--- src/rtl/s08_sci_uart.sv ---
`timescale 1ns/1ps
// s08_sci_uart: memory-mapped 8N1 UART for the MiniS08 I/O window
// (STATUS=4, DATA=5, CTRL=6), with a TX holding register and an RX holding byte.
// Ports: clk50, reset (async, active-high), din/dout (CPU data), sel/addr/read/write
// (CPU bus strobes, edge-detected), rxd (async serial in), txd (serial out).
// Build option: define SCI_TXFIFO_EN for a 4-entry TX FIFO instead of one register.
module s08_sci_uart #(
  parameter int BAUD_DIV = 434
) (
  input  logic       clk50,
  input  logic       reset,
  input  logic [7:0] din,
  output logic [7:0] dout,
  input  logic       sel,
  input  logic [2:0] addr,
  input  logic       read,
  input  logic       write,
  input  logic       rxd,
  output logic       txd
);

  localparam logic [15:0] BIT_END = 16'(BAUD_DIV - 1);
  localparam logic [15:0] HALF    = 16'(BAUD_DIV / 2);

  typedef enum logic [1:0] {
    TX_IDLE, TX_START, TX_DATA, TX_STOP
  } tx_st_e;

  typedef enum logic [1:0] {
    RX_IDLE, RX_START, RX_DATA, RX_STOP
  } rx_st_e;

  // Bus strobes are held for many cycles; act on edges only.
  logic wr_lvl, ctl_lvl, rd_lvl;
  logic wr_q, ctl_q, rd_q;
  logic wr_ev, ctl_ev, rd_ev;

  assign wr_lvl  = sel & write & (addr == 3'd5);
  assign ctl_lvl = sel & write & (addr == 3'd6);
  assign rd_lvl  = sel & read  & (addr == 3'd5);

  assign wr_ev  = wr_lvl  & ~wr_q;
  assign ctl_ev = ctl_lvl & ~ctl_q;
  assign rd_ev  = ~rd_lvl & rd_q;

  always_ff @(posedge clk50 or posedge reset) begin
    if (reset) begin
      wr_q  <= 1'b0;
      ctl_q <= 1'b0;
      rd_q  <= 1'b0;
    end else begin
      wr_q  <= wr_lvl;
      ctl_q <= ctl_lvl;
      rd_q  <= rd_lvl;
    end
  end

  // TX state
  tx_st_e      tx_st_q;
  logic [15:0] tx_cnt_q;
  logic [2:0]  tx_bit_q;
  logic [7:0]  tx_sh_q;
  logic        txd_q;
  logic        tx_end;
  logic        tx_pop;
  logic        tx_empty;
  logic        tdre;
  logic [7:0]  tx_head;
  logic        push_ok;

  assign tx_end = (tx_cnt_q == BIT_END);
  // Pop from IDLE, or at the end of STOP for gapless back-to-back frames.
  assign tx_pop = ~tx_empty &
                  ((tx_st_q == TX_IDLE) |
                   ((tx_st_q == TX_STOP) & tx_end));

`ifdef SCI_TXFIFO_EN
  logic [7:0] fifo_q [4];
  logic [1:0] rp_q, wp_q;
  logic [2:0] fcnt_q;

  assign tx_empty = (fcnt_q == 3'd0);
  assign tdre     = ~fcnt_q[2];
  assign tx_head  = fifo_q[rp_q];
  // A pop in the same cycle frees the slot the push lands in.
  assign push_ok  = wr_ev & (~fcnt_q[2] | tx_pop);

  always_ff @(posedge clk50) begin
    if (push_ok)
      fifo_q[wp_q] <= din;
  end

  always_ff @(posedge clk50 or posedge reset) begin
    if (reset) begin
      rp_q   <= 2'd0;
      wp_q   <= 2'd0;
      fcnt_q <= 3'd0;
    end else begin
      if (push_ok)
        wp_q <= wp_q + 2'd1;
      if (tx_pop)
        rp_q <= rp_q + 2'd1;
      fcnt_q <= fcnt_q + {2'b00, push_ok}
                       - {2'b00, tx_pop};
    end
  end
`else
  logic [7:0] hold_q;
  logic       full_q;

  assign tx_empty = ~full_q;
  assign tdre     = ~full_q;
  assign tx_head  = hold_q;
  assign push_ok  = wr_ev & (~full_q | tx_pop);

  always_ff @(posedge clk50 or posedge reset) begin
    if (reset) begin
      hold_q <= 8'h00;
      full_q <= 1'b0;
    end else begin
      if (push_ok)
        hold_q <= din;
      full_q <= push_ok | (full_q & ~tx_pop);
    end
  end
`endif

  always_ff @(posedge clk50 or posedge reset) begin
    if (reset) begin
      tx_st_q  <= TX_IDLE;
      tx_cnt_q <= 16'd0;
      tx_bit_q <= 3'd0;
      tx_sh_q  <= 8'h00;
      txd_q    <= 1'b1;
    end else begin
      case (tx_st_q)
        TX_IDLE: begin
          if (tx_pop) begin
            tx_st_q  <= TX_START;
            tx_cnt_q <= 16'd0;
            tx_sh_q  <= tx_head;
            txd_q    <= 1'b0;
          end
        end
        TX_START: begin
          if (tx_end) begin
            tx_st_q  <= TX_DATA;
            tx_cnt_q <= 16'd0;
            tx_bit_q <= 3'd0;
            txd_q    <= tx_sh_q[0];
          end else begin
            tx_cnt_q <= tx_cnt_q + 16'd1;
          end
        end
        TX_DATA: begin
          if (tx_end) begin
            tx_cnt_q <= 16'd0;
            if (tx_bit_q == 3'd7) begin
              tx_st_q <= TX_STOP;
              txd_q   <= 1'b1;
            end else begin
              tx_bit_q <= tx_bit_q + 3'd1;
              tx_sh_q  <= {1'b0, tx_sh_q[7:1]};
              txd_q    <= tx_sh_q[1];
            end
          end else begin
            tx_cnt_q <= tx_cnt_q + 16'd1;
          end
        end
        TX_STOP: begin
          if (tx_end) begin
            tx_cnt_q <= 16'd0;
            if (tx_pop) begin
              tx_st_q <= TX_START;
              tx_sh_q <= tx_head;
              txd_q   <= 1'b0;
            end else begin
              tx_st_q <= TX_IDLE;
            end
          end else begin
            tx_cnt_q <= tx_cnt_q + 16'd1;
          end
        end
        default: tx_st_q <= TX_IDLE;
      endcase
    end
  end

  assign txd = txd_q;

  // RX path
  logic        rx_s1_q, rx_s2_q, rx_prev_q;
  logic        rx_fall;
  rx_st_e      rx_st_q;
  logic [15:0] rx_cnt_q;
  logic [2:0]  rx_bit_q;
  logic [7:0]  rx_sh_q;
  logic        rx_end;
  logic        rx_done;

  assign rx_fall = rx_prev_q & ~rx_s2_q;
  assign rx_end  = (rx_cnt_q == BIT_END);
  // rx_s2_q holds the stop-bit sample in this cycle.
  assign rx_done = (rx_st_q == RX_STOP) & rx_end;

  always_ff @(posedge clk50 or posedge reset) begin
    if (reset) begin
      rx_s1_q   <= 1'b1;
      rx_s2_q   <= 1'b1;
      rx_prev_q <= 1'b1;
    end else begin
      rx_s1_q   <= rxd;
      rx_s2_q   <= rx_s1_q;
      rx_prev_q <= rx_s2_q;
    end
  end

  always_ff @(posedge clk50 or posedge reset) begin
    if (reset) begin
      rx_st_q  <= RX_IDLE;
      rx_cnt_q <= 16'd0;
      rx_bit_q <= 3'd0;
      rx_sh_q  <= 8'h00;
    end else begin
      case (rx_st_q)
        RX_IDLE: begin
          if (rx_fall) begin
            rx_st_q  <= RX_START;
            rx_cnt_q <= 16'd0;
          end
        end
        RX_START: begin
          if (rx_cnt_q == HALF) begin
            rx_cnt_q <= 16'd0;
            rx_bit_q <= 3'd0;
            // High at mid-start means a glitch, not a frame.
            rx_st_q  <= rx_s2_q ? RX_IDLE : RX_DATA;
          end else begin
            rx_cnt_q <= rx_cnt_q + 16'd1;
          end
        end
        RX_DATA: begin
          if (rx_end) begin
            rx_cnt_q <= 16'd0;
            rx_sh_q  <= {rx_s2_q, rx_sh_q[7:1]};
            if (rx_bit_q == 3'd7)
              rx_st_q <= RX_STOP;
            else
              rx_bit_q <= rx_bit_q + 3'd1;
          end else begin
            rx_cnt_q <= rx_cnt_q + 16'd1;
          end
        end
        RX_STOP: begin
          if (rx_end) begin
            rx_cnt_q <= 16'd0;
            rx_st_q  <= RX_IDLE;
          end else begin
            rx_cnt_q <= rx_cnt_q + 16'd1;
          end
        end
        default: rx_st_q <= RX_IDLE;
      endcase
    end
  end

  // Receive status
  logic       rdrf_q, or_q, fe_q;
  logic       rdrf_d, or_d, fe_d;
  logic [7:0] rx_hold_q, rx_hold_d;

  always_comb begin
    rdrf_d    = rdrf_q;
    or_d      = or_q;
    fe_d      = fe_q;
    rx_hold_d = rx_hold_q;
    if (ctl_ev) begin
      or_d = 1'b0;
      fe_d = 1'b0;
    end
    if (rd_ev)
      rdrf_d = 1'b0;
    if (rx_done) begin
      // A read strobe ending this cycle makes room for the new byte.
      if (!rdrf_q || rd_ev) begin
        rx_hold_d = rx_sh_q;
        rdrf_d    = 1'b1;
        if (!rx_s2_q)
          fe_d = 1'b1;
      end else begin
        or_d = 1'b1;
      end
    end
  end

  always_ff @(posedge clk50 or posedge reset) begin
    if (reset) begin
      rdrf_q    <= 1'b0;
      or_q      <= 1'b0;
      fe_q      <= 1'b0;
      rx_hold_q <= 8'h00;
    end else begin
      rdrf_q    <= rdrf_d;
      or_q      <= or_d;
      fe_q      <= fe_d;
      rx_hold_q <= rx_hold_d;
    end
  end

  logic tc;
  assign tc = (tx_st_q == TX_IDLE) & tx_empty;

  always_comb begin
    dout = 8'h00;
    case (addr)
      3'd4:    dout = {3'b000, tc, fe_q, or_q, tdre, rdrf_q};
      3'd5:    dout = rx_hold_q;
      default: dout = 8'h00;
    endcase
  end

endmodule

--- config.mk ---
export PLATFORM = sky130hd
export DESIGN_NAME = s08_sci_uart
export DESIGN_NICKNAME = d
export VERILOG_FILES = /design/src/rtl/s08_sci_uart.sv
export SDC_FILE = /design/constraint.sdc
export NUM_CORES = 1
export LEC_CHECK = 0
export CAP_MARGIN = 0
export CORE_MARGIN = 8
export CORE_UTILIZATION = 50
export DETAILED_ROUTE_END_ITERATION = 6
export PLACE_DENSITY = 0.72
export RECOVER_POWER = 100
export SYNTH_ARGS = -nofsm -noshare
export SYNTH_HDL_FRONTEND = slang
export SYNTH_SLANG_ARGS = --single-unit
--- constraint.sdc ---
create_clock -name clk50 -period 2.35 [get_ports clk50]
set_clock_uncertainty 0.05 [all_clocks]
set_input_delay 0.235 -clock clk50 [delete_from_list [all_inputs] [get_ports clk50]]
set_output_delay 0.235 -clock clk50 [all_outputs]
set_load 0.03 [all_outputs]
---- Word-level counts from Yosys, hierarchy flattened ----
Index checks and enable logic that the tools add are counted.
cells by class
  muxes and demuxes ....................... 51
  $add $sub $neg .......................... 4
  equality and inequality tests ........... 26
  bitwise logic cells ..................... 24
  reductions and logical operators ........ 17
operators with widths
  cell                                             count
  2-to-1 mux 16 bit                                5
  one-hot mux 16 bit (3 select lines)              1
  adder 16 x 1 -> 16 bit (second input constant)   2
  == test 16 x 9 -> 1 bit (second input constant)  2
  2-to-1 mux 8 bit                                 4
  one-hot mux 16 bit (2 select lines)              1
  inequality test 2 bit (second input constant)    12
  one-hot mux 8 bit (3 select lines)               1
  2-to-1 mux 2 bit                                 11
  2-to-1 mux 3 bit                                 6
  == test 16 x 8 -> 1 bit (second input constant)  1
  2-to-1 mux 1 bit                                 16
  one-hot mux 2 bit (4 select lines)               2
  one-hot mux 8 bit (2 select lines)               1
  AND 1 bit                                        15
  == test 3 bit (second input constant)            5
  one-hot mux 3 bit (2 select lines)               2
  AND reduction 4 bit                              3
  AND reduction 5 bit                              2
  == test 2 bit (second input constant)            4
  adder 3 x 1 -> 3 bit (second input constant)     2
  NOT 1 bit                                        6
  == test 2 x 1 -> 1 bit (second input constant)   2
  logical NOT 2 bit                                2
  10 further kinds                                 14
word-level totals
  bits of input ports ..................... 17
  output and inout bits ................... 9
  logic and storage cells ................. 143
  flip-flop bits (word level) ............. 85

---- Longest topological paths before layout ----
  word-level depth ........................ 7
  gate-level depth with buffers ........... 9
  depth with buffers taken out ............ 7

---- Least setup slack after synthesis ----
No wires, ideal clock.
  path kind ............................... reg2reg
  start ................................... register tx_cnt_q[1]
  end ..................................... register txd_q, in the netlist txd
  arrival time ............................ 2.134 ns
  setup slack ............................. 0.084 ns
  path buffers ............................ 1
  setup time .............................. 0.082 ns
  period minus slack after synthesis ...... 2.266 ns
  data required time ...................... 2.218 ns
  stages on the path, launching flop included .. 9
  cells stage by stage .................... dfrtp_1 -> inv_1 -> ha_1 -> or4b_4 -> nor4_4 -> buf_6 -> o21ai_1 -> or3b_2 -> mux2_2
on the way
  cells in the longest elaborated chain, start to end .. 7
  elaborated cells between the ends (all ways) .. 11
  those cells by class .................... eq/ne: 4; mux: 3; bitwise: 3; reduce/logical: 1
RTL lines
  element                             RTL line  text
  start, declared                     60        logic [15:0] tx_cnt_q;
  start signal, assigned              152       tx_cnt_q <= tx_cnt_q + 16'd1;
  start signal, assigned              167       tx_cnt_q <= tx_cnt_q + 16'd1;
  start signal, assigned              181       tx_cnt_q <= tx_cnt_q + 16'd1;
  == test 16 x 9 -> 1 bit (*)         71        assign tx_end = (tx_cnt_q == BIT_END);
  AND 1 bit                           75        ((tx_st_q == TX_STOP) & tx_end));
  OR 1 bit                            74        ((tx_st_q == TX_IDLE) |
  AND 1 bit                           73        assign tx_pop = ~tx_empty &
  2-to-1 mux 1 bit (2 in a row)       --
  one-hot mux 1 bit (4 select lines)  --
  end signal, assigned                150       txd_q <= tx_sh_q[0];
  end signal, assigned                164       txd_q <= tx_sh_q[1];
  end, declared                       63        logic txd_q;
Every way passes the cells marked *; elsewhere a longest branch is shown, timed or not. The select of a mux whose other input is x is not followed.
A chain may end at the register's enable or synchronous reset.

---- Worst setup path after layout ----
  start ................................... input port addr[2]
  end ..................................... output port dout[5]
on the way
  cells in the longest elaborated chain, start to end .. 2
  elaborated cells between the ends (all ways) .. 3
  those cells by class .................... eq/ne: 2; mux: 1
RTL lines
  element                                 RTL line  text
  start, declared                         15        input logic [2:0] addr,
  == test 3 bit                           315       case (addr)
  one-hot mux 8 bit (2 select lines) (*)  315
  end, declared                           13        output logic [7:0] dout,
Every way passes the cells marked *; elsewhere a longest branch is shown, timed or not.

==> impl_metrics.toml <==
[outcome]
outcome = "complete, no violations"

[finish]
postLayoutCoreUtil = 0.585
synthToLayoutAreaGrowth_pct = 15.4
n_antenna_cell = 0
drive_above_1_share = 0.166
final_cells = 584
nNetsFinal = 500

[routing]
vias = 3341
wire_per_inst_microns = 15.4
vias_per_cell = 5.72
drc_errors = 0
wl_microns = 8990
dr.pass1.iters = 4
ant_nets = 0
drt_iter0_markers = 122

[critical_path]
startpoint_type = "input pin"
cp.arrival_ns = 1.96
crit_family = "buffers and inverters"
crit_type = "input pin to output pin"
regToRegSetupSlack_ns = 0.13
required_ns = 2.07
critical_path_peak_fanout = 5
crit_path_frequent_cell = "clkdlybuf4s50_1"
slowest_delay_ns = 0.68
critPathBufInv = 3
crit_chain = "clkdlybuf4s50_1 > nor2b_1 > clkbuf_1 > and3_1 > clkdlybuf4s50_1"
crit_path_end_kind = "output pin"
cp_slowest_cell = "clkdlybuf4s50_1"

[synthesis]
ys_warn_count = 0
synth_nets = 461
ys_ff_latch = 85
ys.flop_type = "dfrtp_1"
ys_types = 54
netlist_instances = 432
async_flop_share = 1.00
syn_area_sq_um = 4360
synth_edf_count = 0
avgSynthCellArea_sq_um = 10.1
ys_seq_area_frac = 0.489

[floorplan]
core_region_area_sq_um = 8590
ios = 26
rows = 34
die_height_microns = 109
die-area_sq_um = 12000
die_width_microns = 109
start_util = 0.507

[sta]
clock.fmax_mhz = 444
hold_viol = 0
setup-violations-final = 0
hold_ws_ns = 0.318
period_needed_ns = 2.25
tightest_slew_ns = 1.20
maxSlewHeadroom = 0.194
finalCritPeriodShare = 0.957
drv_slew = 0

[placed_design]
gp_congestion = 0.814
dp_hpwl_microns = 6290
numPlacedInstances = 568
portBuffers = 25

[global_route]
grt.busiest_layer = "met2"
track_usage = 0.162
use_met2 = 0.275
grt_overflow = 0
grt_pass1_wl_microns = 15600
gr-usage-met3 = 0.0311
grt_pass1_vias = 3365
grt_max_degree = 32
antenna_found_initial = 0
grtUsageMet1 = 0.199

[power_and_ir_drop]
p_switching_uw = 893
power.leakage_nw = 2.31
worst_ir_drop_vdd_uv = 445
combPwrFrac = 0.123
swShare = 0.284
seqPwrFrac = 0.545
p_per_area_nw_per_um2 = 626
p_clk_frac = 0.332
internal_power_mw = 2.25

[job]
cap_violations = 0

[cts]
clk-insertion-delay-late_ns = 0.35
clkTransAtPathRegs_ns = 0.08
cts_tree = "yes"
cts_setup_buffers = 0
h-tree-depth = 3
postCtsHoldBufs = 0
numCtsBuffers = 9
numClockSinks = 85
clockRootBuffer = "clkbuf_8"
cts.path.max_buffers = 2

[worst_hold_path]
hp-class = "register to register"
[power by group through the flow]
stage / Sequential [mW] / Clock, mW / Combinational (mW)
finish: 1.72 / 1.04 / 0.387
global route: 1.74 / 1.14 / 0.443
CTS: 1.71 / 1.07 / 0.398
detailed placement: 1.74 / 0 / 0.398
global placement: 1.73 / 0 / 0.383
floorplan: 1.67 / 0 / 0.340
[synthesized netlist by cell type (8+ instances only)]
| cell type | n | area [sq um] |
|---|---|---|
| dfrtp_1 | 81 | 2030 |
| o21ai_0 | 38 | 190 |
| nand2_1 | 34 | 128 |
| nor2_1 | 32 | 120 |
| mux2_2 | 27 | 304 |
| a31oi_1 | 22 | 138 |
| nand3_1 | 22 | 110 |
| inv_1 | 18 | 67.6 |
| clkbuf_1 | 16 | 60.1 |
| and3_1 | 15 | 93.8 |
| a21oi_1 | 12 | 60.1 |
| ha_1 | 12 | 150 |
| mux2i_1 | 12 | 120 |
| nor3_1 | 9 | 45.0 |
| a22o_1 | 8 | 70.1 |
| nand4_1 | 8 | 50.1 |
[layer usage]
| layer | share of wire | up-vias |
|---|---|---|
| met4 | 0.015 | 0 |
| met1 | 0.47 | 1646 |
| met3 | 0.028 | 13 |
| met5 | 0 | - |
| li1 | - | 1642 |
| met2 | 0.49 | 40 |
[state kept, by name, indices dropped and copies added, names as in the netlist, 2 cells and up, named ones only]
name / flops
rx_sh_q: 8
tx_bit_q: 3
tx_st_q: 2
rx_hold_q: 8
hold_q: 8
rx_bit_q: 3
tx_cnt_q: 16
tx_sh_q: 8
rx_cnt_q: 16
[cells by family (layout without fill, tap and decap cells)]
kind of cell / Yosys count / after routing / share of synthesized area
AO/OA/AOI/OAI: 98 / 98 / 0.142
XOR/XNOR: 7 / 7 / 0.0141
adder cells (fa/ha/maj): 12 / 12 / 0.0344
buffers and inverters: 40 / 84 / 0.0370
flip-flops: 85 / 85 / 0.489
multiplexers: 39 / 39 / 0.0973
AND/OR/NAND/NOR: 151 / 151 / 0.186
[layout by cell type (no fill, tap or decap), types with 9 or more instances in the layout]
| cell | n |
|---|---|
| mux2i_1 | 12 |
| nor2_1 | 31 |
| clkdlybuf4s50_1 | 17 |
| nand3_1 | 22 |
| mux2_2 | 27 |
| nand2_1 | 34 |
| buf_4 | 17 |
| o21ai_0 | 38 |
| a21oi_1 | 12 |
| nor3_1 | 9 |
| clkbuf_8 | 9 |
| inv_1 | 17 |
| dfrtp_1 | 81 |
| and3_1 | 15 |
| a31oi_1 | 22 |
| ha_1 | 12 |
[timing repair]
action,4_1_cts,5_1_grt
gates resized for setup,1,4
endpoints found under the setup margin,1,16
pin swaps,0,1
[cell type report]
cell class / count / area (sq um)
clock inverter: 7 / 72.6
sequential: 85 / 2130
multi-input combinational: 307 / 2090
timing repair buffer: 50 / 410
fill: 769 / 3560
inverter: 18 / 68.8
tap: 108 / 135
clock buffer: 9 / 124
[stage by stage]
stage / area [sq um] / total power [mW] / setup WS, ns / TNS, ns
after floorplan: 4360 / 2.01 / 0.0842 / 0
after global placement: 4850 / 2.12 / 0.105 / 0
after detailed placement: 4850 / 2.13 / 0.00999 / 0
after CTS: 5060 / 3.18 / 0.0187 / 0
after global routing: 5030 / 3.32 / -0.00568 / -0.00568
final: 5030 / 3.15 / 0.100 / 0
[final timing paths]
| check | start | endpoint | cells past startpoint |
|---|---|---|---|
| setup / recovery | addr[2] | dout[5] | 5 |
| setup reg to reg | tx_cnt_q[1] | hold_q[6] | 7 |
| hold / removal | rx_s1_q | rx_s2_q | 0 |
| max in group asynchronous | reset | rx_sh_q[1] | 3 |
| min in group asynchronous | reset | hold_q[5] | 2 |
| hold reg to reg | rx_s1_q | rx_s2_q | 0 |
Note: power is estimated with default switching activity, not from simulation.
